**src/rtl/chaining_record_table_if.sv**
```systemverilog
// rtl/chaining_record_table_if.sv - issue/write-back/retire bus and per-slot record outputs
interface chaining_record_table_if #(
   parameter int ENTRIES     = 4,
   parameter int MASK_WIDTH  = 128,
   parameter int INDEX_WIDTH = 3
);
   localparam int OCC_W = $clog2(ENTRIES) + 1;

   logic                          alloc_valid;
   logic                          alloc_ready;
   logic                          alloc_vd_valid;
   logic [4:0]                    alloc_vd;
   logic [INDEX_WIDTH-1:0]        alloc_instIndex;
   logic                          write_valid;
   logic [INDEX_WIDTH-1:0]        write_instIndex;
   logic [4:0]                    write_vd;
   logic [3:0]                    write_offset;
   logic                          retire_valid;
   logic [INDEX_WIDTH-1:0]        retire_instIndex;
   logic [ENTRIES-1:0]            record_valid;
   logic [ENTRIES-1:0]            record_vd_valid;
   logic [5*ENTRIES-1:0]          record_vd;
   logic [INDEX_WIDTH*ENTRIES-1:0] record_instIndex;
   logic [MASK_WIDTH*ENTRIES-1:0] record_elementMask;
   logic [OCC_W-1:0]              occupancy;
   logic                          dup_error;

   modport master (
      output alloc_valid, alloc_vd_valid, alloc_vd, alloc_instIndex,
      output write_valid, write_instIndex, write_vd, write_offset,
      output retire_valid, retire_instIndex,
      input  alloc_ready, record_valid, record_vd_valid, record_vd,
      input  record_instIndex, record_elementMask, occupancy, dup_error
   );

   modport slave (
      input  alloc_valid, alloc_vd_valid, alloc_vd, alloc_instIndex,
      input  write_valid, write_instIndex, write_vd, write_offset,
      input  retire_valid, retire_instIndex,
      output alloc_ready, record_valid, record_vd_valid, record_vd,
      output record_instIndex, record_elementMask, occupancy, dup_error
   );
endinterface

```
**src/rtl/chaining_record_table.sv**
```systemverilog
// rtl/chaining_record_table.sv - per-instruction chaining records feeding the hazard checker
module chaining_record_table #(
   parameter int ENTRIES     = 4,
   parameter int MASK_WIDTH  = 128,
   parameter int INDEX_WIDTH = 3
) (
   input logic clock,
   input logic reset,
   chaining_record_table_if.slave bus
);
   localparam int SLOT_W = $clog2(ENTRIES);
   localparam int OCC_W  = $clog2(ENTRIES) + 1;

   logic [ENTRIES-1:0]     valid_q;
   logic [ENTRIES-1:0]     vd_valid_q;
   logic [4:0]             vd_q     [ENTRIES];
   logic [INDEX_WIDTH-1:0] idx_q    [ENTRIES];
   logic [MASK_WIDTH-1:0]  mask_q   [ENTRIES];
   logic [OCC_W-1:0]       occ_q;
   logic                   dup_q;

   logic [SLOT_W-1:0]      alloc_slot;
   logic                   fire;
   logic [ENTRIES-1:0]     alloc_match;
   logic [ENTRIES-1:0]     retire_hit;
   logic [ENTRIES-1:0]     alloc_onehot;
   logic [ENTRIES-1:0]     valid_d;
   logic [MASK_WIDTH-1:0]  set_mask [ENTRIES];
   logic [4:0]             rel      [ENTRIES];
   logic [OCC_W-1:0]       occ_d;

   assign bus.alloc_ready = ~&valid_q;
   assign fire            = bus.alloc_valid & bus.alloc_ready;

   // Descending scan so the last hit is the lowest free slot.
   always_comb begin
      alloc_slot = '0;
      for (int i = ENTRIES - 1; i >= 0; i--)
         if (!valid_q[i]) alloc_slot = SLOT_W'(i);
   end

   always_comb begin
      alloc_onehot = '0;
      alloc_match  = '0;
      retire_hit   = '0;
      occ_d        = '0;
      for (int i = 0; i < ENTRIES; i++) begin
         rel[i]         = bus.write_vd - vd_q[i];
         set_mask[i]    = '0;
         alloc_match[i] = valid_q[i] && (idx_q[i] == bus.alloc_instIndex);
         retire_hit[i]  = bus.retire_valid && valid_q[i] && (idx_q[i] == bus.retire_instIndex);
         if (bus.write_valid && valid_q[i] && vd_valid_q[i] &&
             (idx_q[i] == bus.write_instIndex) && (rel[i] < 5'd8))
            set_mask[i][{rel[i][2:0], bus.write_offset}] = 1'b1;
      end
      alloc_onehot[alloc_slot] = fire;
      valid_d = (valid_q & ~retire_hit) | alloc_onehot;
      for (int i = 0; i < ENTRIES; i++)
         occ_d = occ_d + OCC_W'(valid_d[i]);
   end

   always_ff @(posedge clock) begin
      if (reset) begin
         valid_q    <= '0;
         vd_valid_q <= '0;
         occ_q      <= '0;
         dup_q      <= 1'b0;
         for (int i = 0; i < ENTRIES; i++) begin
            vd_q[i]   <= '0;
            idx_q[i]  <= '0;
            mask_q[i] <= '0;
         end
      end else begin
         valid_q <= valid_d;
         occ_q   <= occ_d;
         dup_q   <= dup_q | (fire & |alloc_match) | (bus.retire_valid & ~|retire_hit);
         // Retire beats write-back; alloc only targets free slots so never overlaps either.
         for (int i = 0; i < ENTRIES; i++) begin
            if (retire_hit[i]) begin
               vd_valid_q[i] <= 1'b0;
               vd_q[i]       <= '0;
               idx_q[i]      <= '0;
               mask_q[i]     <= '0;
            end else if (alloc_onehot[i]) begin
               vd_valid_q[i] <= bus.alloc_vd_valid;
               vd_q[i]       <= bus.alloc_vd;
               idx_q[i]      <= bus.alloc_instIndex;
               mask_q[i]     <= bus.alloc_vd_valid ? '0 : '1;
            end else begin
               mask_q[i]     <= mask_q[i] | set_mask[i];
            end
         end
      end
   end

   assign bus.record_valid    = valid_q;
   assign bus.record_vd_valid = vd_valid_q;
   assign bus.occupancy       = occ_q;
   assign bus.dup_error       = dup_q;

   for (genvar g = 0; g < ENTRIES; g++) begin : g_pack
      assign bus.record_vd[5*g +: 5]                            = vd_q[g];
      assign bus.record_instIndex[INDEX_WIDTH*g +: INDEX_WIDTH] = idx_q[g];
      assign bus.record_elementMask[MASK_WIDTH*g +: MASK_WIDTH] = mask_q[g];
   end
endmodule

```
**src/flat_wrapper.sv**
```systemverilog
// flat-port wrapper written by rule: the top's interface ports become plain ports
module chaining_record_table_flat 
#(
   parameter int ENTRIES     = 4,
   parameter int MASK_WIDTH  = 128,
   parameter int INDEX_WIDTH = 3
)
  (clock, reset, bus_alloc_valid, bus_alloc_vd_valid, bus_alloc_vd, bus_alloc_instIndex, bus_write_valid, bus_write_instIndex, bus_write_vd, bus_write_offset, bus_retire_valid, bus_retire_instIndex, bus_alloc_ready, bus_record_valid, bus_record_vd_valid, bus_record_vd, bus_record_instIndex, bus_record_elementMask, bus_occupancy, bus_dup_error);
  chaining_record_table_if #(.ENTRIES(ENTRIES), .MASK_WIDTH(MASK_WIDTH), .INDEX_WIDTH(INDEX_WIDTH)) bus_i ();
  input logic clock;
  input logic reset;
  input wire logic [$bits(bus_i.alloc_valid)-1:0] bus_alloc_valid;
  input wire logic [$bits(bus_i.alloc_vd_valid)-1:0] bus_alloc_vd_valid;
  input wire logic [$bits(bus_i.alloc_vd)-1:0] bus_alloc_vd;
  input wire logic [$bits(bus_i.alloc_instIndex)-1:0] bus_alloc_instIndex;
  input wire logic [$bits(bus_i.write_valid)-1:0] bus_write_valid;
  input wire logic [$bits(bus_i.write_instIndex)-1:0] bus_write_instIndex;
  input wire logic [$bits(bus_i.write_vd)-1:0] bus_write_vd;
  input wire logic [$bits(bus_i.write_offset)-1:0] bus_write_offset;
  input wire logic [$bits(bus_i.retire_valid)-1:0] bus_retire_valid;
  input wire logic [$bits(bus_i.retire_instIndex)-1:0] bus_retire_instIndex;
  output wire logic [$bits(bus_i.alloc_ready)-1:0] bus_alloc_ready;
  output wire logic [$bits(bus_i.record_valid)-1:0] bus_record_valid;
  output wire logic [$bits(bus_i.record_vd_valid)-1:0] bus_record_vd_valid;
  output wire logic [$bits(bus_i.record_vd)-1:0] bus_record_vd;
  output wire logic [$bits(bus_i.record_instIndex)-1:0] bus_record_instIndex;
  output wire logic [$bits(bus_i.record_elementMask)-1:0] bus_record_elementMask;
  output wire logic [$bits(bus_i.occupancy)-1:0] bus_occupancy;
  output wire logic [$bits(bus_i.dup_error)-1:0] bus_dup_error;
  assign bus_i.alloc_valid = bus_alloc_valid;
  assign bus_i.alloc_vd_valid = bus_alloc_vd_valid;
  assign bus_i.alloc_vd = bus_alloc_vd;
  assign bus_i.alloc_instIndex = bus_alloc_instIndex;
  assign bus_i.write_valid = bus_write_valid;
  assign bus_i.write_instIndex = bus_write_instIndex;
  assign bus_i.write_vd = bus_write_vd;
  assign bus_i.write_offset = bus_write_offset;
  assign bus_i.retire_valid = bus_retire_valid;
  assign bus_i.retire_instIndex = bus_retire_instIndex;
  assign bus_alloc_ready = bus_i.alloc_ready;
  assign bus_record_valid = bus_i.record_valid;
  assign bus_record_vd_valid = bus_i.record_vd_valid;
  assign bus_record_vd = bus_i.record_vd;
  assign bus_record_instIndex = bus_i.record_instIndex;
  assign bus_record_elementMask = bus_i.record_elementMask;
  assign bus_occupancy = bus_i.occupancy;
  assign bus_dup_error = bus_i.dup_error;
  chaining_record_table #(.ENTRIES(ENTRIES), .MASK_WIDTH(MASK_WIDTH), .INDEX_WIDTH(INDEX_WIDTH)) u_core (.clock(clock), .reset(reset), .bus(bus_i));
endmodule
```
**config.mk**
```make
export PLATFORM = sky130hd
export DESIGN_NAME = chaining_record_table_flat
export DESIGN_NICKNAME = d
export VERILOG_FILES = /design/src/rtl/chaining_record_table_if.sv /design/src/rtl/chaining_record_table.sv /design/src/flat_wrapper.sv
export SDC_FILE = /design/constraint.sdc
export NUM_CORES = 1
export LEC_CHECK = 0
export BUFFER_PORTS_ARGS = -buffer_cell sky130_fd_sc_hd__buf_4
export CAP_MARGIN = 30
export CORE_ASPECT_RATIO = 0.7
export CORE_MARGIN = 2
export CORE_UTILIZATION = 38
export CTS_CLUSTER_DIAMETER = 80
export DETAILED_ROUTE_END_ITERATION = 7
export GPL_TIMING_DRIVEN = 0
export PLACE_DENSITY = 0.64
export SLEW_MARGIN = 40
export SYNTH_ARGS = -nofsm -noshare
export SYNTH_HDL_FRONTEND = slang
export SYNTH_SLANG_ARGS = --single-unit
```
**constraint.sdc**
```tcl
create_clock -name clock -period 4.4 [get_ports clock]
set_input_delay 0.88 -clock clock [delete_from_list [all_inputs] [get_ports clock]]
set_output_delay 0.88 -clock clock [all_outputs]
set_load 0.1 [all_outputs]
```
# Word-level counts from Yosys, hierarchy flattened
# Memory sizes are Yosys's and may differ from the RTL's.
# Index checks and enable logic that the tools add are counted.
classes:
  magnitude_cmp: 14
  eq_ne: 12
  n_addsub: 7
  mux: 93
  shift: 0
  div: 0
  mul: 0
  n_reduce_logical: 42
  bitwise: 41
ops:
  columns: ["operator", "count"]
  rows:
  - ["$mux W128", 17]
  - ["$or A128 B128 Y128", 4]
  - ["$mux W1", 51]
  - ["$mux W5", 8]
  - ["$eq A3 B3 Y1", 12]
  - ["$logic_and A1 B1 Y1", 33]
  - ["$lt A7 B8 Y1 const B", 4]
  - ["$or A1 B1 Y1", 30]
  - ["$demux W1 S7", 4]
  - ["$ge A7 B1 Y1 const B", 4]
  - ["$mux W3", 8]
  - ["$lt A5 B4 Y1 const B", 4]
  - ["$sub A5 B5 Y5", 4]
  - ["$and A4 B4 Y4", 2]
  - ["$mux W2", 4]
  - ["$reduce_or A2 Y1", 4]
  - ["$reduce_or A4 Y1", 2]
  - ["$add A3 B1 Y3", 2]
  - ["$not A4 Y4", 1]
  - ["$or A4 B4 Y4", 1]
  - ["$reduce_and A4 Y1", 1]
  - ["$and A1 B1 Y1", 3]
  - ["$lt A2 B3 Y1 const B", 1]
  - ["$add A1 B1 Y2", 1]
  - ["3 further kinds", 4]
word_totals:
  latchBits: 0
  mem_bits_ro: 0
  regBits: 12
  mem_bits_rw: 544
  in_bits: 29
  mem_count: 3
  out_inout_bits: 557
mem_list:
  columns: ["memory", "depth", "width", "read_ports", "rd_clocked_by_memory_dff", "write_ports", "line_no", "source"]
  rows:
  - ["u_core.mask_q", 4, 128, 4, 0, 4, "chaining_record_table.sv:18", "logic [MASK_WIDTH-1:0] mask_q [ENTRIES];"]
  - ["u_core.vd_q", 4, 5, 4, 0, 4, "chaining_record_table.sv:16", "logic [4:0] vd_q [ENTRIES];"]
  - ["u_core.idx_q", 4, 3, 4, 0, 4, "chaining_record_table.sv:17", "logic [INDEX_WIDTH-1:0] idx_q [ENTRIES];"]

# Depth between registers and ports, before layout
# Gate-level depths: netlist of run 1.
logic_depth:
  depth_word: 15
  ltp_mapped: 11

# Worst setup path before layout of run 1
# No wires, ideal clock.
synth_timing:
  path_type: "register to register"
  from: "memory u_core.vd_q[3][0]"
  to: "memory u_core.mask_q[3][54] (data pin)"
  arrival_ns: 2.842
  period_less_slack_ns: 3.102
  setup_time_ns: 0.260
  stages_incl_launch_ff: 11
  path_buffers: 2
  setup_slack_ns: 1.298
  cell_sequence: "edfxtp_1 -> ha_1 -> inv_1 -> fa_1 -> nand3_1 -> a21oi_1 -> o221ai_1 -> clkbuf_1 -> buf_2 -> nor3_1 -> o31a_1"
synth_lines:
  columns: ["item", "line_no"]
  rows:
  - ["from (decl)", "chaining_record_table.sv:16"]
  - ["to (decl)", "chaining_record_table.sv:18"]

==> reports/results.txt, run 1 <==
outcome -> complete, no violations
leading area contributor after synthesis -> edfxtp_1
I/O Buffers -> 580
die area -> 70,100 um2
Inserted Clock Buffers -> 56
max cap viols -> 0
Synth Warn # -> 0
I/O pin cnt -> 586
vias in the first global route -> 21,100
Clock Latency Late Sink -> 0.63 ns
nets@finish -> 3,353
GRT Overall Usage -> 27.7%
Hold Path Depth -> 2
RSZ-0062 raised after global routing -> false
Post-CTS Resized -> 0
Core ar. -> 66,800 um2
DRT antenna net count -> 0
drt wl/cell -> 23.7 um
DP HPWL -> 74.0 mm
Initial DRC Count -> 2,734
WP data arrival -> 3.81 ns
DR vias -> 23,000
Setup Buffers After CTS -> 0
setup TNS -> 0 ns
largest net degree at the start of global routing -> 18
final routed DRC violation total -> 0
Tmin final -> 3.43 ns
critical path endpoint category -> flip-flop
routed wire length -> 101 mm
CTS tree -> built
layout cell share with drive strength beyond 1 -> 22.9%
FF+latch count, synth -> 556
Slew Limit Fails -> 0
# rows -> 79
total congestion overflow -> 0
Max-slew headroom -> 35.9%
leading post-synthesis cells by cell area -> edfxtp_1, a31oi_1, o21ai_1
Synth cell types -> 42
Final setup violation count -> 0
H-tree depth -> 2
Finished Core Util -> 52.4%
first-pass GRT wire length -> 144 mm
Avg Inst Size Synth -> 12.0 um2
area fraction of the dominant cell type after synthesis -> 63.2%
Startpoint Class -> input pin
clock root buffer -> clkbuf_16
1st-pass router iterations -> 5
PD cells -> 435 nW/um2
gpl congestion -> 0.864
via density per instance -> 5.44
post-synthesis cell area -> 25,800 um2
Hold Crit Class -> flip-flop to flip-flop
CP max FO -> 10
share of flip-flops with an asynchronous set or reset -> 0%
Final Cycle Share -> 78.0%
f_max -> 291 MHz
worst setup path class -> input pin to flip-flop
Max VDD drop -> 0.341 mV
sequential share of the synthesized area -> 64.2%
CTS max path bufs -> 3
Mapped Cells -> 2,152
Commonest cells post-synth -> edfxtp_1, a31oi_1, o21ai_1, clkbuf_1, nor3_1
clock-pin slew on the worst setup and hold paths -> 0.06 ns
clk sinks -> 556
Least-Margin Pin Slew -> 0.962 ns
Final Hold Viols -> 0
Post-synth top flop -> edfxtp_1
Chip Width -> 316 um
Filler Cell Count -> 6,132
Vert. Die Dim -> 222 um
EDFF count, synth -> 544
worst r2r path cells -> 6
Critical Path RT -> 4.78 ns
Starting Density -> 38.7%
Hold WS -> 0.504 ns
Post-CTS Hold Buffers -> 0
skew final -> 0.0142 ns
initial antenna violation count -> 12
most numerous cell in the Yosys netlist -> edfxtp_1
Leak -> 0.0139 uW
Area Overhead vs Synth -> 35.5%
[per-layer routing]
layer / routed length, um / vias to the layer above / track usage [%] / share of wire [%]
li1: - / 10300 / - / -
met1: 45100 / 11400 / 41.2 / 45
met2: 42400 / 1132 / 39.2 / 42
met3: 9560 / 190 / 7.08 / 9.5
met4: 3440 / 10 / 9.16 / 3.4
met5: 61 / - / 0 / 0.061
[registers in the layout, summed over array words and instances, names as in the netlist]
signal	count
u_core.bus.record_vd_valid	4
u_core.vd_q	20
u_core.mask_q	512
u_core.bus.occupancy	3
u_core.idx_q	12
u_core.bus.dup_error	1
u_core.bus.record_valid	4
[path summary, 6_finish.rpt]
| check | start | to | slack (ns) |
|---|---|---|---|
| worst min register to register | u_core.bus.record_vd_valid[1] | u_core.bus.record_vd_valid[1] | 0.50 |
| worst max register to register | u_core.idx_q[2][2] | u_core.mask_q[2][123] | 1.04 |
| worst min-delay path | u_core.bus.record_vd_valid[1] | u_core.bus.record_vd_valid[1] | 0.50 |
| worst max-delay path | bus_write_vd[0] | u_core.mask_q[3][119] | 0.97 |
[cell families after synthesis]
logic type      synth area share [%]
buf+inv                         4.19
fa+ha+maj                       1.26
simple gates                    6.82
other cells                   0.0145
flops                           64.2
xor+xnor                        1.59
compound gates                  21.9
mux                           0.0775
[metrics by stage]
stage	total power, uW	instance area, um2	setup WS, ns	cells
floorplan	9660	27700	1.30	2663
CTS	15300	35000	1.03	4233
detailed placement	10700	33300	0.374	4134
global placement	10600	33200	0.325	4134
finish	15200	35000	0.967	4238
global route	15700	35000	0.832	4237
[power breakdown]
group / internal [uW] / switching, uW
logic: 722 / 3380
clock network: 2530 / 2110
registers: 6240 / 233
total: 9500 / 5720
[worst max-delay path, stage by stage]
cell and delay, ns:
buf_4 0.11, inv_1 0.22, ha_1 0.22, inv_1 0.06, fa_1 0.43, nand3_1 0.11
a21oi_1 0.07, o221ai_1 0.27, clkbuf_1 0.67, buf_2 0.40, nor3_1 0.10, o31a_1 0.27
[placed cells by master, fill, tap and decap left out, drive strengths merged, types with 3 or more instances in the layout]
| cell | netlist | routed |
|---|---|---|
| nor2 | 50 | 50 |
| diode | 0 | 5 |
| nand3 | 18 | 18 |
| xnor2 | 18 | 18 |
| nand2b | 14 | 14 |
| nor2b | 8 | 8 |
| a221oi | 3 | 3 |
| a21oi | 9 | 9 |
| nand4 | 8 | 8 |
| and3b | 6 | 6 |
| buf | 73 | 653 |
| nor3b | 3 | 3 |
| or2 | 3 | 3 |
| fa | 5 | 5 |
| clkinv | 0 | 17 |
| and2 | 35 | 35 |
| conb | 1 | 512 |
| nand3b | 3 | 3 |
| xor2 | 29 | 29 |
| dfxtp | 12 | 12 |
| edfxtp | 544 | 544 |
| clkbuf | 161 | 240 |
| nor3 | 146 | 146 |
| or4 | 3 | 3 |
| o21ai | 390 | 390 |
| o31a | 128 | 128 |
| inv | 24 | 25 |
| a31oi | 385 | 385 |
| nor4 | 3 | 3 |
| nand2 | 28 | 28 |
| a21o | 6 | 6 |
| or3 | 7 | 7 |
| ha | 18 | 18 |
[layout make-up]
cell class                      count  area [um2]  share of cell area, %
Tap cell                          891        1110                   3.18
Sequential cell                   556       16600                   47.3
Multi-Input combinational cell   1849       10200                   29.0
Clock inverter                     20         144                  0.411
Buffer                            234        1010                   2.90
Inverter                           24        90.1                  0.257
Clock buffer                       79        1540                   4.40
Antenna cell                        5        12.5                 0.0357
Timing Repair Buffer              580        4350                   12.4
Note: power is estimated with default switching activity, not from simulation.
==> run 2: changes to the inputs <==
==> constraint.sdc (replaced) <==
create_clock -name clock -period 3.23 [get_ports clock]
set_input_delay 0.646 -clock clock [delete_from_list [all_inputs] [get_ports clock]]
set_output_delay 0.646 -clock clock [all_outputs]
set_load 0.1 [all_outputs]
==> reports/results.txt, run 2 (synthesis results as in run 1) <==
outcome -> complete, no violations
hold-critical path endpoint -> u_core.vd_q[3][4]
H-tree depth -> 2 (unchanged)
Hold WS -> 0.355 ns (-0.149 ns)
delay-heaviest family, CP -> simple AND/OR/NAND/NOR gates
WP data arrival -> 3.44 ns (-0.37 ns)
skew final -> 0.0128 ns (-0.00133 ns)
post-route cell area -> 35,000 um2 (about the same)
final routed DRC violation total -> 0 (unchanged)
R2R Path End -> u_core.mask_q[2][123]
Leak -> 0.0139 uW (about the same)
Sequential cell area -> 16,600 um2 (unchanged)
R2R setup slack -> 0.13 ns (-0.91 ns)
Post-CTS Hold Buffers -> 0 (unchanged)
max FFs per register -> 512 (unchanged)
Internal Pwr Total -> 12,900 uW (+36%)
Startpoint Class -> flip-flop
largest registers -> u_core.mask_q (512), u_core.vd_q (20), u_core.idx_q (12)
Initial DRC Count -> 2,664 (-2.6%)
Crit Reg-Reg Startpoint -> u_core.idx_q[2][2]
Critical Path RT -> 3.56 ns (-1.22 ns)
Starting Density -> 38.7% (unchanged)
worst setup path class -> flip-flop to flip-flop
dpl cell area -> 33,300 um2 (unchanged)
Final Hold Viols -> 0 (unchanged)
clock share of power -> 30.5% (about the same)
Max-slew headroom -> 35.4% (-0.49 points)
I/O pin cnt -> 586 (unchanged)
1st-pass router iterations -> 5 (unchanged)
layout cell share with drive strength beyond 1 -> 22.9% (+0.044 points)
max cap viols -> 0 (unchanged)
met3 WL post-DR -> 9.60 mm (+0.43%)
Clock Latency Late Sink -> 0.63 ns (about the same)
via density per instance -> 5.42 (-0.36%)
beginning of the critical path -> u_core.idx_q[2][2]
most frequent cells in the layout -> buf_4, edfxtp_1, conb_1
initial antenna violation count -> 12 (unchanged)
DR vias -> 22,900 (-0.41%)
met2 wire length -> 42.4 mm (about the same)
largest net degree at the start of global routing -> 18 (unchanged)
CP Depth -> 5 (-7)
vias in the first global route -> 21,100 (-0.019%)
Slew Limit Fails -> 0 (unchanged)
combinational power share -> 26.9% (about the same)
clock root buffer -> clkbuf_16
Setup Buffers After CTS -> 0 (unchanged)
f_max -> 322 MHz
pre-CTS setup slack -> -0.562 ns (-0.936 ns)
nets@finish -> 3,351 (-0.060%)
Core ar. -> 66,800 um2 (unchanged)
P_sw -> 7790 uW (+36%)
Final Power -> 20,700 uW (+36%)
RSZ-0062 raised after global routing -> false
clock-pin slew on the worst setup and hold paths -> 0.06 ns (about the same)
critical path endpoint category -> flip-flop
most common cell after layout, fill and taps aside -> buf_4
PD cells -> 592 nW/um2 (+36%)
Seq pwr share -> 42.6% (about the same)
hold path startpoint -> bus_alloc_vd[4]
Filler Cell Count -> 6,129 (-0.049%)
Area Overhead vs Synth -> 35.5% (about the same)
wl on met1 -> 44.8 mm (-0.76%)
Worst Setup Slack, final -> 0.125 ns (-0.842 ns)
Max VDD drop -> 0.462 mV (+36%)
CP cell instances -> xor2_1 -> nor4_1 -> or3_1 -> clkbuf_2 -> o21ai_0
routed wire length -> 100 mm (-0.38%)
slowest CP cell -> or3_1
gpl congestion -> 0.864 (unchanged)
Largest Register -> u_core.mask_q
worst r2r path cells -> 5 (-1)
Chip Width -> 316 um (unchanged)
die area -> 70,100 um2 (unchanged)
Hold Crit Class -> input pin to flip-flop
# rows -> 79 (unchanged)
Final Cycle Share -> 96.1%
I/O Buffers -> 580 (unchanged)
DRT antenna net count -> 0 (unchanged)
CTS tree -> built
Critical Path Max Stage Delay -> 0.74 ns (+0.07 ns)
DP HPWL -> 74.0 mm (unchanged)
switching share of total power -> 37.6% (about the same)
CTS max path bufs -> 3 (unchanged)
GRT Overall Usage -> 27.7% (about the same)
CP max FO -> 17 (+7)
first-pass GRT wire length -> 144 mm (about the same)
total congestion overflow -> 0 (unchanged)
multi-input logic area -> 10,200 um2 (unchanged)
Final setup violation count -> 0 (unchanged)
Tmin final -> 3.10 ns
drt wl/cell -> 23.6 um (-0.33%)
DR top layer -> met5
Buf+Inv Stages, Crit Path -> 1 (-4)
Least-Margin Pin Slew -> 0.969 ns (+0.00737 ns)
Hold Path Depth -> 2 (unchanged)
clk sinks -> 556 (unchanged)
Inserted Clock Buffers -> 56 (unchanged)
Vert. Die Dim -> 222 um (unchanged)
==> run 2: cell count changes in the layout (fill, tap and decap cells not counted), sizes merged <==
cell | previous run | this run
clkbuf | 240 | 238
==> run 2: cell type report <==
cell class	instances	share of cell area, %
Antenna cell	5	0.0357
Buffer	232	2.88
Clock buffer	79	4.40
Clock inverter	20	0.411
Inverter	24	0.257
Multi-Input combinational cell	1849	29.0
Sequential cell	556	47.4
Tap cell	891	3.18
Timing Repair Buffer	580	12.4
==> run 2: what timing repair did <==
action	CTS	global route
endpoints found under the hold margin	0	0
cloned	0	0
gates resized for setup	0	2
endpoints found under the setup margin	4	100
==> run 2: power groups by stage <==
stage	Clock, uW	Sequential [uW]	Combinational (uW)
2_1_floorplan	0	12200	991
3_3_place_gp	0	8950	5510
3_5_place_dp	0	8960	5550
4_1_cts	6410	8810	5560
5_1_grt	6700	8860	5780
6_report	6320	8820	5580
==> run 2: worst max path at each step <==
stage                                  to  slack (ns)
detailed placement  u_core.mask_q[3][119]       -0.56
finish              u_core.mask_q[2][123]        0.13
global route        u_core.mask_q[2][123]        0.07
CTS                 u_core.mask_q[3][119]         0.1
floorplan            u_core.mask_q[3][54]        0.13
global placement    u_core.mask_q[2][123]       -0.61
==> run 2: metrics by stage <==
stage	setup TNS (ns)	util, %	instances
floorplan	0	-	2663
global placement	-119.43	49.7	4134
detailed placement	-96.02	49.8	4134
CTS	0	52.3	4232
global route	0	52.4	4235
finish	0	52.4	4236
==> run 2: per-layer routing <==
layer  global-route usage [%]  up-vias
met3                     7.02      185
met1                     41.2    11300
met5                        0        -
met4                     9.16       10
li1                         -    10300
met2                     39.2     1158
